<file path="src/rtl/pc_sequencer.sv">
// pc_sequencer: FETCH/EXEC program-counter sequencer with jump, branch, halt and PC-range error.
// Optional cycle_count output is enabled by defining PC_SEQ_CYCLE_COUNT_EN.
module pc_sequencer #(
    parameter logic [15:0] RESET_PC = 16'd0,
    parameter logic [15:0] PC_LAST  = 16'hFFFF
) (
    input  logic        clk,
    input  logic        rst_n,
    input  logic        start,
    input  logic [3:0]  opcode,
    input  logic [15:0] jmp_loc,
    input  logic        cond_true,
    input  logic        ex_busy,
    output logic [15:0] pc,
    output logic        instr_valid,
    output logic        halted,
    output logic        pc_err,
`ifdef PC_SEQ_CYCLE_COUNT_EN
    output logic [15:0] cycle_count,
`endif
    output logic [15:0] instr_count
);
    typedef enum logic [1:0] {IDLE, FETCH, EXEC, HALT} state_t;

    state_t      state_q, state_d;
    logic [15:0] pc_q, pc_d, instr_count_q, instr_count_d;
    logic        instr_valid_q, halted_q, pc_err_q, pc_err_d;
    logic        is_branch, take;

    assign is_branch = opcode == 4'b1010 || opcode == 4'b1011 || opcode == 4'b1100;
    assign take      = opcode == 4'b0010 || (is_branch && cond_true);

    always_comb begin
        state_d       = state_q;
        pc_d          = pc_q;
        pc_err_d      = pc_err_q;
        instr_count_d = instr_count_q;
        case (state_q)
            IDLE: begin
                pc_d    = RESET_PC;
                state_d = start ? FETCH : IDLE;
            end
            FETCH: state_d = EXEC;
            EXEC: if (!ex_busy) begin
                instr_count_d = instr_count_q + 16'd1;
                if (opcode == 4'b1110) begin
                    state_d = HALT;
                end else if (take) begin
                    pc_d    = jmp_loc;
                    state_d = FETCH;
                end else if (pc_q == PC_LAST) begin
                    pc_err_d = 1'b1;
                    state_d  = HALT;
                end else begin
                    pc_d    = pc_q + 16'd1;
                    state_d = FETCH;
                end
            end
            HALT: if (start) begin
                pc_d          = RESET_PC;
                pc_err_d      = 1'b0;
                instr_count_d = '0;
                state_d       = FETCH;
            end
            default: state_d = IDLE;
        endcase
    end

    always_ff @(posedge clk or negedge rst_n) begin
        if (!rst_n) begin
            state_q       <= IDLE;
            pc_q          <= RESET_PC;
            instr_valid_q <= 1'b0;
            halted_q      <= 1'b0;
            pc_err_q      <= 1'b0;
            instr_count_q <= '0;
        end else begin
            state_q       <= state_d;
            pc_q          <= pc_d;
            instr_valid_q <= state_d == EXEC;
            halted_q      <= state_d == HALT;
            pc_err_q      <= pc_err_d;
            instr_count_q <= instr_count_d;
        end
    end

`ifdef PC_SEQ_CYCLE_COUNT_EN
    logic [15:0] cycle_count_q, cycle_count_d;

    always_comb begin
        cycle_count_d = cycle_count_q;
        if ((state_q == IDLE || state_q == HALT) && start)
            cycle_count_d = '0;
        else if (state_q == FETCH || state_q == EXEC)
            cycle_count_d = cycle_count_q + 16'd1;
    end

    always_ff @(posedge clk or negedge rst_n) begin
        if (!rst_n) cycle_count_q <= '0;
        else        cycle_count_q <= cycle_count_d;
    end

    assign cycle_count = cycle_count_q;
`endif

    assign pc          = pc_q;
    assign instr_valid = instr_valid_q;
    assign halted      = halted_q;
    assign pc_err      = pc_err_q;
    assign instr_count = instr_count_q;
endmodule

</file>
<file path="config.mk">
export PLATFORM = sky130hd
export DESIGN_NAME = pc_sequencer
export DESIGN_NICKNAME = d
export VERILOG_FILES = /design/src/rtl/pc_sequencer.sv
export SDC_FILE = /design/constraint.sdc
export NUM_CORES = 1
export LEC_CHECK = 0
export BUFFER_PORTS_ARGS = -buffer_cell sky130_fd_sc_hd__clkbuf_2
export CORE_ASPECT_RATIO = 0.75
export CORE_MARGIN = 8
export CORE_UTILIZATION = 56
export DETAILED_ROUTE_END_ITERATION = 7
export GPL_TIMING_DRIVEN = 1
export PLACE_DENSITY = 0.95
export SLEW_MARGIN = 20
export SYNTH_ARGS = -nofsm -noshare
export SYNTH_HDL_FRONTEND = slang
export SYNTH_SLANG_ARGS = --single-unit
export TNS_END_PERCENT = 1
</file>
<file path="constraint.sdc">
create_clock -name clk -period 6.2 [get_ports clk]
set_clock_uncertainty 0.1 [all_clocks]
set_input_delay 1.55 -clock clk [delete_from_list [all_inputs] [get_ports clk]]
set_output_delay 1.55 -clock clk [all_outputs]
set_load 0.01 [all_outputs]
</file>
* Word-level counts from Yosys, hierarchy flattened
Cells that the tools add are included.
** Storage, ports and cells
- Register bits :: 37
- Input port bits :: 25
- Output and inout bits :: 35
- Logic and storage cells :: 56
** Cells by class
- Add/sub/neg operators :: 2
- Equal/unequal tests :: 17
- Multiplexer cells :: 21
- Reduce and logical (&&, ||, !) cells :: 10
** Operators by type and width (count)
- two-way mux 16 bit :: 6
- one-hot mux 16 bit (3 select lines) :: 1
- adder 16 x 1 -> 16 bit (second input constant) :: 2
- one-hot mux 16 bit (2 select lines) :: 1
- equality test 16 bit (second input constant) :: 1
- equality test 4 bit (second input constant) :: 4
- two-way mux 2 bit :: 5
- != test 2 bit (second input constant) :: 5
- equality test 2 bit (second input constant) :: 4
- one-hot mux 2 bit (4 select lines) :: 1
- two-way mux 1 bit :: 6
- AND reduction 6 bit :: 1
- AND reduction 5 bit :: 1
- equality test 4 x 2 -> 1 bit (second input constant) :: 1
- logical OR 1 bit :: 3
- != test 3 bit (second input constant) :: 1
- AND reduction 3 bit :: 1
- nonzero test 3 bit :: 1
- equality test 2 x 1 -> 1 bit (second input constant) :: 1
- zero test 2 bit :: 1
- one-hot mux 1 bit (2 select lines) :: 1
- nonzero test 2 bit :: 1
- logical AND 1 bit :: 1

* Logic depth before layout (Yosys ltp)
Gate-level depths: netlist (run 1).
- Depth in word-level cells :: 10
- Gate-level depth with buffers :: 9
- Depth with buffers taken out :: 8

* Worst setup path before layout (run 1)
OpenSTA, ideal clock, no wires.
- Kind :: input to register
- Start :: in opcode[1]
- End :: reg pc_err_q (netlist: pc_err)
- Setup time :: 128 ps
- Data arrival time :: 3052 ps
- Slack :: 2920 ps
- Stages on the path :: 8
- Buffers on the path :: 2
- Cells stage by stage :: and4b_1 a21oi_1 o21ai_1 clkbuf_1 clkbuf_1 nor2_1 a31oi_1 o21bai_1
** Between the ends
- Cells in the longest elaborated chain, start to end :: 7
- Elaborated cells between the ends (all ways) :: 12
- Classes of those cells :: eq/ne: 7; reduce/logical: 5
** RTL lines
- from (decl) :: line 10 : input logic [3:0] opcode,
- equality test 4 bit :: line 30 : assign is_branch = opcode == 4'b1010 || opcode == 4'b1011 || opcode == 4'b1100;
- logical OR 1 bit (2 in a row) :: line 30
- logical AND 1 bit :: line 31 : assign take = opcode == 4'b0010 || (is_branch && cond_true);
- logical OR 1 bit :: line 31
- != test 2 bit (no source line)
- AND reduction 6 bit (no source line) *
- to (signal assigned) :: line 82 : pc_err_q <= pc_err_d;
- to (decl) :: line 27 : logic instr_valid_q, halted_q, pc_err_q, pc_err_d;
Every way passes the cells marked *; elsewhere a longest branch is shown, timed or not.
A chain may end at the register's enable or synchronous reset.

* Worst setup path after layout (run 1)
- Start :: in opcode[2]
- End :: reg pc_q[12] (netlist: pc[12])
** Between the ends
- Cells in the longest elaborated chain, start to end :: 9
- Elaborated cells between the ends (all ways) :: 16
- Classes of those cells :: eq/ne: 7; mux: 4; reduce/logical: 5
** RTL lines
- equality test 4 bit :: line 30
- logical OR 1 bit (2 in a row) :: line 30
- logical AND 1 bit :: line 31
- logical OR 1 bit :: line 31
- two-way mux 16 bit :: line 48 : end else if (take) begin
- two-way mux 16 bit :: line 46 : if (opcode == 4'b1110) begin
- two-way mux 16 bit :: line 44 : EXEC: if (!ex_busy) begin
- one-hot mux 16 bit (3 select lines) :: line 38 : case (state_q)
- to (signal assigned) :: line 79 : pc_q <= pc_d;
- to (decl) :: line 26 : logic [15:0] pc_q, pc_d, instr_count_q, instr_count_d;
Parallel ways exist; a longest one is shown, timed or not. The select of a mux whose other input is x is not followed.

==> qor.txt, run 1 <==
post_cts resized: 0
Mapped Nets: 280
final setup violation count: 0
Port Buf Inserts: 59
Seq cells post-synth: 37
Worst EP required: 6310 ps
first-pass GRT wire length: 9.584 mm
Worst-Margin Slew: 910.4 ps
total number of vias: 2064
DIE HEIGHT: 69.84 um
I/O Pins: 60
setup bufs post-CTS: 0
Core Region: 0.003685 mm^2
final hold vios: 0
GR Util met2: 0.2983
largest net degree at the start of global routing: 43
area delta synth->final: 20.40%
PwrDens: 320.9 mW/mm^2
Setup crit end kind: flip-flop
Netlist cell types: 46
Layout Nets: 336
TritonCTS clock tree: yes
Static Leak: 1.206 nW
CTS Buf Count: 5
Async SR Flop Fraction: 1.000
status: completed
CTS hold repair buffers: 0
clock root cell: clkbuf_8
synth warn: 0
vias in the first global route: 2031
Congestion Overflow GR: 0
final core occ: 0.7073
hold crit path type: reg2reg
Post-Syn Area per Cell: 8.658 um^2
Clock Latency Late Sink: 300 ps
CP arrival: 3710 ps
Setup Crit Path Kind: in2reg
Worst VDD drop: 0.2308 mV
Post-DRT Antenna Nets: 0
Slew Limit Fails: 0
Mapped Cells: 250
startpoint types: primary input
vias per cell: 5.749
maximum clock path buffer count: 2
number of synthesized flops with an enable pin: 0
Fmax: 278.3 MHz
Post-Syn Area: 0.002165 mm^2
Critical Path Fanout Max: 8
initial core utilization: 0.5874
DR iter-0 viols: 251
dpl hpwl: 4.115 mm
clk slew on worst S/H paths: 80 ps
post-synthesis sequential area ratio: 0.4277
die footprint: 0.006131 mm^2
Worst slew margin: 0.3931
WL final: 5.599 mm
part of the cycle the worst path needs: 0.5795
Clock H-tree levels: 2
Rows: 19
die width: 87.79 um
min Tclk post-route: 3593 ps
MaxCap Viol Count: 0
Synth Flop Type: dfrtp_1
Final Wtd Congestion: 0.8875
met1 Use GR: 0.2528
share of cells above drive strength 1: 0.2638
DR WL/cell: 15.60 um
Diodes inserted: 0
initial antenna violation count: 0
GRT Resource Usage Total: 0.1945
clock sinks: 37
number of remaining DRC errors: 0
RSZ-0062 raised after global routing: no
global route hottest layer: met2
1st-pass router iterations: 4
met3 Track Usage GR: 0.05562
setup TNS: 0 ps
[placed cells by master (no fill, tap or decap), drive strengths merged, types with 2 or more instances in the layout]
cell    instances
inv            16
a21o            2
o22ai           7
nand3          14
dfrtp          37
nor4            4
nor2           27
nor3b           3
clkbuf         65
ha              5
o21ai          22
and3            3
nor2b           2
or2             4
xnor2           7
a31oi           3
a21oi          19
nand4           5
or3             3
xor2            6
nand2          16
nor3           14
nand2b          3
and4b           2
o31a            3
[state kept, by name (all words and copies together) (netlist names)]
| signal | flops |
|---|---|
| instr_count | 16 |
| state_q | 2 |
| halted | 1 |
| instr_valid | 1 |
| pc | 16 |
| pc_err | 1 |
[area by class of cell]
cell class              count  area (um^2)
well taps                  52        65.06
repair buffers             60        302.8
flip-flops and latches     37        925.9
fillers                   291         1079
clock buffers               6        82.58
inverters                  16        60.06
clock inverters             2        37.54
multi-input cells         186         1132
[worst max-delay path, stage by stage]
cell,delay [ps]
clkbuf_2,100
and4b_1,230
nor4b_1,630
o21ai_2,250
nor2_1,560
a21oi_1,180
o22ai_1,200
[per-stage QoR]
step	instances	total power, mW	hold slack, ps	setup slack, ps	area, um^2
floorplan	250	0.5370	455.4	2920	2165
global placement	351	0.5988	421.1	2477	2482
global route	359	0.8957	502.5	2538	2606
detailed placement	351	0.6133	437.4	2419	2482
CTS	359	0.8368	455.3	2703	2603
finish	359	0.8363	449.0	2607	2606
[kinds of logic (layout without fill, tap and decap cells)]
logic type                 count (synthesis)  after routing  synth area share
DFF                                       37             37            0.4277
adders and majority gates                  5              5           0.02890
muxes                                      2              2          0.009826
xor gates and xnor gates                  13             13           0.05260
AOI/OAI and AO/OA                         63             63            0.1850
buffers and inverters                     27             84           0.05260
and+or+nand+nor                          103            103            0.2434
[final timing paths]
check,from,to,slack (ps),cells past startpoint
min in group asynchronous,rst_n,pc[1],1270,1
max reg2reg,pc[0],pc[11],3240,7
min,instr_count[1],instr_count[1],450,2
max,opcode[2],pc[12],2610,7
min reg2reg,instr_count[1],instr_count[1],450,2
max in group asynchronous,rst_n,pc_err,4160,1
[report_power, final]
part	total [mW]	switching, mW	internal [mW]
Sequential	0.311	0.0368	0.274
Clock	0.223	0.0923	0.131
Combinational	0.303	0.189	0.114
[per-layer routing]
layer  routed length (um)  share of wire  vias to the layer above
met5                    0              0                        -
met4                   87          0.016                        0
met3                  421          0.075                        8
met1                 2449           0.44                      963
met2                 2641           0.47                       91
li1                     -              -                     1002
[synthesized netlist by cell type, drive strengths merged (4+ instances only)]
| library cell | number | share of area |
|---|---|---|
| o22ai | 7 | 0.029 |
| nor4 | 4 | 0.012 |
| nor3 | 14 | 0.032 |
| nand2 | 16 | 0.028 |
| clkbuf | 7 | 0.012 |
| nor2 | 27 | 0.047 |
| xnor2 | 7 | 0.028 |
| a21oi | 19 | 0.044 |
| o21ai | 22 | 0.053 |
| or2 | 4 | 0.013 |
| dfrtp | 37 | 0.43 |
| xor2 | 6 | 0.024 |
| buf | 4 | 0.013 |
| nand3 | 14 | 0.035 |
| nand4 | 5 | 0.014 |
| inv | 16 | 0.028 |
| ha | 5 | 0.029 |
No activity file was read; power rests on OpenSTA's default activity.
==> run 2, diff against run 1 <==
--- a/config.mk
+++ b/config.mk
@@ -8,10 +8,10 @@
 export BUFFER_PORTS_ARGS = -buffer_cell sky130_fd_sc_hd__clkbuf_2
 export CORE_ASPECT_RATIO = 0.75
 export CORE_MARGIN = 8
-export CORE_UTILIZATION = 56
+export CORE_UTILIZATION = 47
 export DETAILED_ROUTE_END_ITERATION = 7
 export GPL_TIMING_DRIVEN = 1
-export PLACE_DENSITY = 0.95
+export PLACE_DENSITY = 0.87
 export SLEW_MARGIN = 20
 export SYNTH_ARGS = -nofsm -noshare
 export SYNTH_HDL_FRONTEND = slang
==> constraint.sdc (replaced) <==
create_clock -name clk -period 3.2 [get_ports clk]
set_clock_uncertainty 0.1 [all_clocks]
set_input_delay 0.8 -clock clk [delete_from_list [all_inputs] [get_ports clk]]
set_output_delay 0.8 -clock clk [all_outputs]
set_load 0.01 [all_outputs]
==> run 2 against run 1 <==
Effect of this change:
- critical path depth rose by 1
- sequential share of layout area fell by 0.42 points
- register-to-register slack got worse by 2800 ps
- global-route usage fell by 3.1 points
- sequential cell count did not move
- combinational power rose by 98%
- hold slack got worse by 5.8 ps
- critical path type is now reg2reg
- critical endpoint is now pc[0]
==> qor.txt, run 2 (same netlist as run 1, synthesis figures left out) <==
GRT Resource Usage Total: 0.1637 (-0.03082)
CTS hold repair buffers: 0 (unchanged)
Final Wtd Congestion: 0.8737 (-1.6%)
Slew Limit Fails: 0 (unchanged)
Worst-Margin Slew: 919.0 ps (+8.605 ps)
Worst Hold Depth: 2 (unchanged)
status: completed
Diodes inserted: 0 (unchanged)
Worst R2R Path Depth: 8 (+1)
maximum clock path buffer count: 2 (unchanged)
Worst VDD drop: 0.4111 mV (+78%)
startpoint types: flip-flop
largest net degree at the start of global routing: 38 (-12%)
total number of vias: 2040 (-1.2%)
first-pass GRT wire length: 9.239 mm (-3.6%)
RSZ-0062 raised after global routing: no
clk slew on worst S/H paths: 70 ps (about the same)
DR iter-0 viols: 186 (-26%)
Port Buf Inserts: 59 (unchanged)
Setup Crit Path Kind: reg2reg
vias per cell: 5.574 (-3.1%)
vias in the first global route: 1950 (-4.0%)
setup bufs post-CTS: 0 (unchanged)
Clock Latency Late Sink: 290 ps (about the same)
PwrDens: 637.7 mW/mm^2 (+99%)
commonest non-fill, non-tap cell in the layout: clkbuf_2
Fmax: 364.6 MHz
Post-DRT Antenna Nets: 0 (unchanged)
setup TNS: 0 ps (unchanged)
initial core utilization: 0.4875 (-0.09998)
WL final: 5.569 mm (-0.54%)
MaxCap Viol Count: 0 (unchanged)
most frequent cells in the layout: clkbuf_2, dfrtp_1, nor2_1
hold crit path type: reg2reg
share of cells above drive strength 1: 0.2654 (+0.001529)
final hold vios: 0 (unchanged)
area delta synth->final: 21.85%
number of remaining DRC errors: 0 (unchanged)
CTS Buf Count: 5 (unchanged)
worst setup margin: 457.4 ps (-2150 ps)
Congestion Overflow GR: 0 (unchanged)
post_cts resized: 0 (unchanged)
Layout Nets: 338 (+0.60%)
clock sinks: 37 (unchanged)
Worst EP required: 3280 ps (-3030 ps)
Static Leak: 1.225 nW (+1.6%)
part of the cycle the worst path needs: 0.8571
I/O Pins: 60 (unchanged)
die footprint: 0.007055 mm^2 (+15%)
die width: 94.36 um (+7.5%)
Setup crit end kind: flip-flop
Clock H-tree levels: 2 (unchanged)
DR WL/cell: 15.22 um (-2.4%)
DP Area: 0.002504 mm^2 (+0.86%)
clock root cell: clkbuf_8
CP arrival: 2830 ps (-880 ps)
dpl hpwl: 4.082 mm (-0.81%)
Core Region: 0.004441 mm^2 (+21%)
DIE HEIGHT: 74.77 um (+7.1%)
Rows: 21 (+2)
1st-pass router iterations: 4 (unchanged)
TritonCTS clock tree: yes
Worst slew margin: 0.3873 (-0.005736)
fin area: 0.002638 mm^2 (+1.2%)
Critical Path Fanout Max: 16 (+8)
pre-CTS setup slack: 372.1 ps (-2047 ps)
final setup violation count: 0 (unchanged)
initial antenna violation count: 0 (unchanged)
min Tclk post-route: 2743 ps
-- run 2: cell types whose count changed in the layout (fill, tap and decap cells not counted), sizes merged --
| cell | previous run | this run |
|---|---|---|
| buf | 1 | 3 |
| bufinv | 1 | 2 |
| clkbuf | 65 | 64 |
| clkinv | 0 | 1 |
| clkinvlp | 1 | 0 |
-- run 2: metrics by stage --
| step | hold WS [ps] | power [mW] | std cells | util |
|---|---|---|---|---|
| floorplan | 404.4 | 1.040 | 250 | - |
| global placement | 423.3 | 1.183 | 358 | 0.5638 |
| detailed placement | 428.9 | 1.205 | 358 | 0.5638 |
| CTS | 448.6 | 1.690 | 366 | 0.5940 |
| global route | 476.1 | 1.794 | 366 | 0.5940 |
| finish | 443.2 | 1.682 | 366 | 0.5940 |
-- run 2: worst paths after layout --
kind,start,to,slack [ps]
worst max-delay path,pc[0],pc[0],460
worst min-delay path,instr_count[15],instr_count[15],440
worst max register to register,pc[0],pc[0],460
worst min register to register,instr_count[15],instr_count[15],440
max in group asynchronous,rst_n,instr_count[14],1900
min in group asynchronous,rst_n,pc[3],530
-- run 2: final cells by class --
type	count	area [um^2]
fillers	424	1803
repair buffers	62	317.8
flip-flops and latches	37	925.9
multi-input cells	186	1129
clock buffers	5	68.82
inverters	16	60.06
well taps	57	71.32
clock inverters	3	65.06
-- run 2: worst max-delay path, stage by stage, from the launching register on --
cell,delay [ps]
dfrtp_1,440
ha_1,230
nand3_2,140
or4_1,700
or2_4,340
o21ai_1,160
buf_4,260
inv_1,60
a22o_1,200
-- run 2: routing by layer --
metal	vias up	track usage	part of all wire
met3	7	0.04283	0.071
met4	0	0.05254	0.012
met1	961	0.2107	0.46
met5	-	0	0
met2	72	0.2623	0.46
li1	1000	-	-
-- run 2: report_power, final --
part	switching, mW	internal [mW]	total [mW]	leakage [nW]
logic	0.362	0.238	0.601	0.651
registers	0.0699	0.530	0.600	0.506
clock network	0.172	0.310	0.481	0.0681
total	0.604	1.08	1.68	1.23
==> run 3, diff against run 2 <==
--- a/config.mk
+++ b/config.mk
@@ -5,13 +5,14 @@
 export SDC_FILE = /design/constraint.sdc
 export NUM_CORES = 1
 export LEC_CHECK = 0
+export ABC_AREA = 1
 export BUFFER_PORTS_ARGS = -buffer_cell sky130_fd_sc_hd__clkbuf_2
 export CORE_ASPECT_RATIO = 0.75
 export CORE_MARGIN = 8
-export CORE_UTILIZATION = 47
+export CORE_UTILIZATION = 49
 export DETAILED_ROUTE_END_ITERATION = 7
 export GPL_TIMING_DRIVEN = 1
-export PLACE_DENSITY = 0.87
+export PLACE_DENSITY = 0.88
 export SLEW_MARGIN = 20
 export SYNTH_ARGS = -nofsm -noshare
 export SYNTH_HDL_FRONTEND = slang
==> run 3 against run 2 <==
Effect of this change:
- first-iteration DRC count down 45%
- sequential cell count unchanged
- design area up 11%
- setup slack better by 560 ps
- synthesized cell count up 44%
- cell count up 30%
- hold slack worse by 42 ps
==> qor.txt, run 3 <==
status: completed
# fillers: 443 (+4.5%)
Rows: 22 (+4.8%)
vias per cell: 5.308 (-4.8%)
share of cells above drive strength 1: 0.2134 (-0.05194)
DR iter-0 viols: 103 (-45%)
CP arrival: 2250 ps (-580 ps)
Worst slew margin: 0.3793 (-0.008077)
I/O Pins: 60 (unchanged)
most frequent cell after synthesis: nand2_1
initial core utilization: 0.5094 (+0.02193)
Worst-Margin Slew: 931.1 ps (+12.12 ps)
synth warn: 0 (unchanged)
MaxCap Viol Count: 0 (unchanged)
Final Wtd Congestion: 0.8735 (about the same)
critical path's most frequent cell: nor2_1
Post-Syn Area: 0.002510 mm^2 (+16%)
GRT Resource Usage Total: 0.1700 (+0.006265)
min Tclk post-route: 2180 ps (-562.3 ps)
Mapped Nets: 389 (+39%)
total number of vias: 2532 (+24%)
Final Power: 2.141 mW (+27%)
CP delay by family, top: buffers and inverters
Slew Limit Fails: 0 (unchanged)
Post-DRT Antenna Nets: 0 (unchanged)
multi-input logic area: 0.001370 mm^2 (+21%)
Worst VDD drop: 0.3317 mV (-19%)
number of remaining DRC errors: 0 (unchanged)
WL final: 6.386 mm (+15%)
Synth top area share: 0.3689 (-0.05885)
Mapped Cells: 359 (+44%)
vias in the first global route: 2408 (+23%)
Setup crit end kind: flip-flop
Seq cells post-synth: 37 (unchanged)
maximum clock path buffer count: 2 (unchanged)
RSZ-0062 raised after global routing: no
setup bufs post-CTS: 0 (unchanged)
part of the cycle the worst path needs: 0.6813 (-0.1757)
TritonCTS clock tree: yes
Core Region: 0.004927 mm^2 (+11%)
Crit path buffers/inverters: 3 (+1)
worst setup margin: 1020 ps (+562.3 ps)
Crit path largest cell delay: 510 ps (-190 ps)
Post-Syn Area per Cell: 6.991 um^2 (-19%)
Diodes inserted: 0 (unchanged)
Setup Crit Path Kind: in2reg
clk slew on worst S/H paths: 70 ps (about the same)
Critical Path Fanout Max: 20 (+4)
initial antenna violation count: 0 (unchanged)
Async SR Flop Fraction: 1.000 (unchanged)
hold crit path type: reg2reg
die width: 98.64 um (+4.5%)
setup TNS: 0 ps (unchanged)
CTS Buf Count: 5 (unchanged)
number of synthesized flops with an enable pin: 0 (unchanged)
commonest non-fill, non-tap cell in the layout: nand2_1
CTS hold repair buffers: 0 (unchanged)
area delta synth->final: 16.50%
fin area: 0.002924 mm^2 (+11%)
die footprint: 0.007692 mm^2 (+9.0%)
critical-path cell list: clkbuf_2 -> inv_1 -> nor2_1 -> nor2_1 -> nor2_1 -> nand2_1 -> inv_1 -> nor2_1 -> a21oi_1 -> o21ai_1
clock sinks: 37 (unchanged)
top post-synthesis cells by area: dfrtp_1, nand2_1, nand3_1, nor2_1, inv_1
final setup violation count: 0 (unchanged)
Slowest cell on crit path: inv_1
Inst Count DP: 470 (+31%)
largest net degree at the start of global routing: 38 (unchanged)
final hold vios: 0 (unchanged)
Fmax: 458.7 MHz (+26%)
Synth Flop Type: dfrtp_1
final cell count without fillers: 477 (+30%)
Layout Nets: 447 (+32%)
post_cts resized: 0 (unchanged)
clock root cell: clkbuf_8
Reg area: 925.9 um^2 (unchanged)
DIE HEIGHT: 77.98 um (+4.3%)
DP Area: 0.002820 mm^2 (+13%)
Netlist cell types: 31 (-33%)
most area-hungry cell type in the Yosys netlist: dfrtp_1
most frequent cells in the layout: nand2_1, clkbuf_2, nand3_1, dfrtp_1, nor2_1
Congestion Overflow GR: 0 (unchanged)
1st-pass router iterations: 4 (unchanged)
pre-CTS setup slack: 704.9 ps (+332.8 ps)
PwrDens: 732.2 mW/mm^2 (+15%)
Worst EP required: 3270 ps (about the same)
Static Leak: 1.510 nW (+23%)
Port Buf Inserts: 59 (unchanged)
dpl hpwl: 4.925 mm (+21%)
DR WL/cell: 13.39 um (-12%)
Clock H-tree levels: 2 (unchanged)
post-synthesis sequential area ratio: 0.3689 (-0.05885)
Synth top cells by count: nand2_1, dfrtp_1, nand3_1
Clock Latency Late Sink: 300 ps (about the same)
first-pass GRT wire length: 10.94 mm (+18%)
startpoint types: primary input
[run 3: cell types whose count changed in the layout (fill, tap and decap cells not counted), moves of 4 or more]
| cell | previous run | this run |
|---|---|---|
| a21oi_1 | 19 | 6 |
| inv_1 | 16 | 35 |
| inv_2 | 0 | 6 |
| nand2_1 | 16 | 107 |
| nand3_1 | 13 | 37 |
| nand4_1 | 5 | 12 |
| nor2_1 | 27 | 36 |
| nor2_4 | 0 | 4 |
| nor4_1 | 4 | 0 |
| o21ai_0 | 19 | 24 |
| o22ai_1 | 4 | 0 |
[run 3: per-stage QoR]
step,hold slack (ps),util
floorplan,404.4,-
global placement,368.2,0.5724
detailed placement,385.4,0.5724
CTS,403.9,0.5934
global route,459.2,0.5934
finish,400.7,0.5934
[run 3: layer usage]
layer,up-vias,GRT usage,part of all wire,wire length (um)
met4,0,0.05496,0.014,92
met1,1182,0.2069,0.45,2861
met2,67,0.2832,0.47,2981
met3,12,0.04991,0.071,451
met5,-,0,0,0
li1,1271,-,-,-
[run 3: final cells by class]
class	instances	area share
Multi-Input combinational cell	273	0.4685
Sequential cell	37	0.3166
Timing Repair Buffer	59	0.1010
Inverter	41	0.05263
Tap cell	60	0.02567
Clock buffer	5	0.02353
Clock inverter	2	0.01198
[run 3: power breakdown]
part           internal, mW  total [mW]  switching, mW
Combinational         0.324       0.975          0.651
Clock                 0.227       0.403          0.177
Sequential            0.602       0.763          0.161
Total                  1.15        2.14          0.988
[run 3: final timing paths]
kind	from	to	slack (ps)	depth (start not counted)
max	opcode[1]	pc[2]	1020	10
min	pc_err	pc_err	400	2
max reg2reg	state_q[0]	instr_count[6]	1160	10
min reg2reg	pc_err	pc_err	400	2
max in group asynchronous	rst_n	pc_err	1890	1
min in group asynchronous	rst_n	pc[13]	520	1
[run 3: logic make-up (layout without fill, tap and decap cells)]
family,count (synthesis),count (layout),synth area share
AOI/OAI and AO/OA,33,33,0.06780
and+or+nand+nor,225,225,0.4183
buffers and inverters,49,107,0.08524
DFF,37,37,0.3689
adders and majority gates,5,5,0.02493
xor gates and xnor gates,10,10,0.03489
[run 3: worst register-to-register path: cells and delay by family (launching register included)]
kind                       cells  cell delay (ps)
and+or+nand+nor                5              690
DFF                            1              350
buffers and inverters          3              340
adders and majority gates      1              310
AOI/OAI and AO/OA              1              200
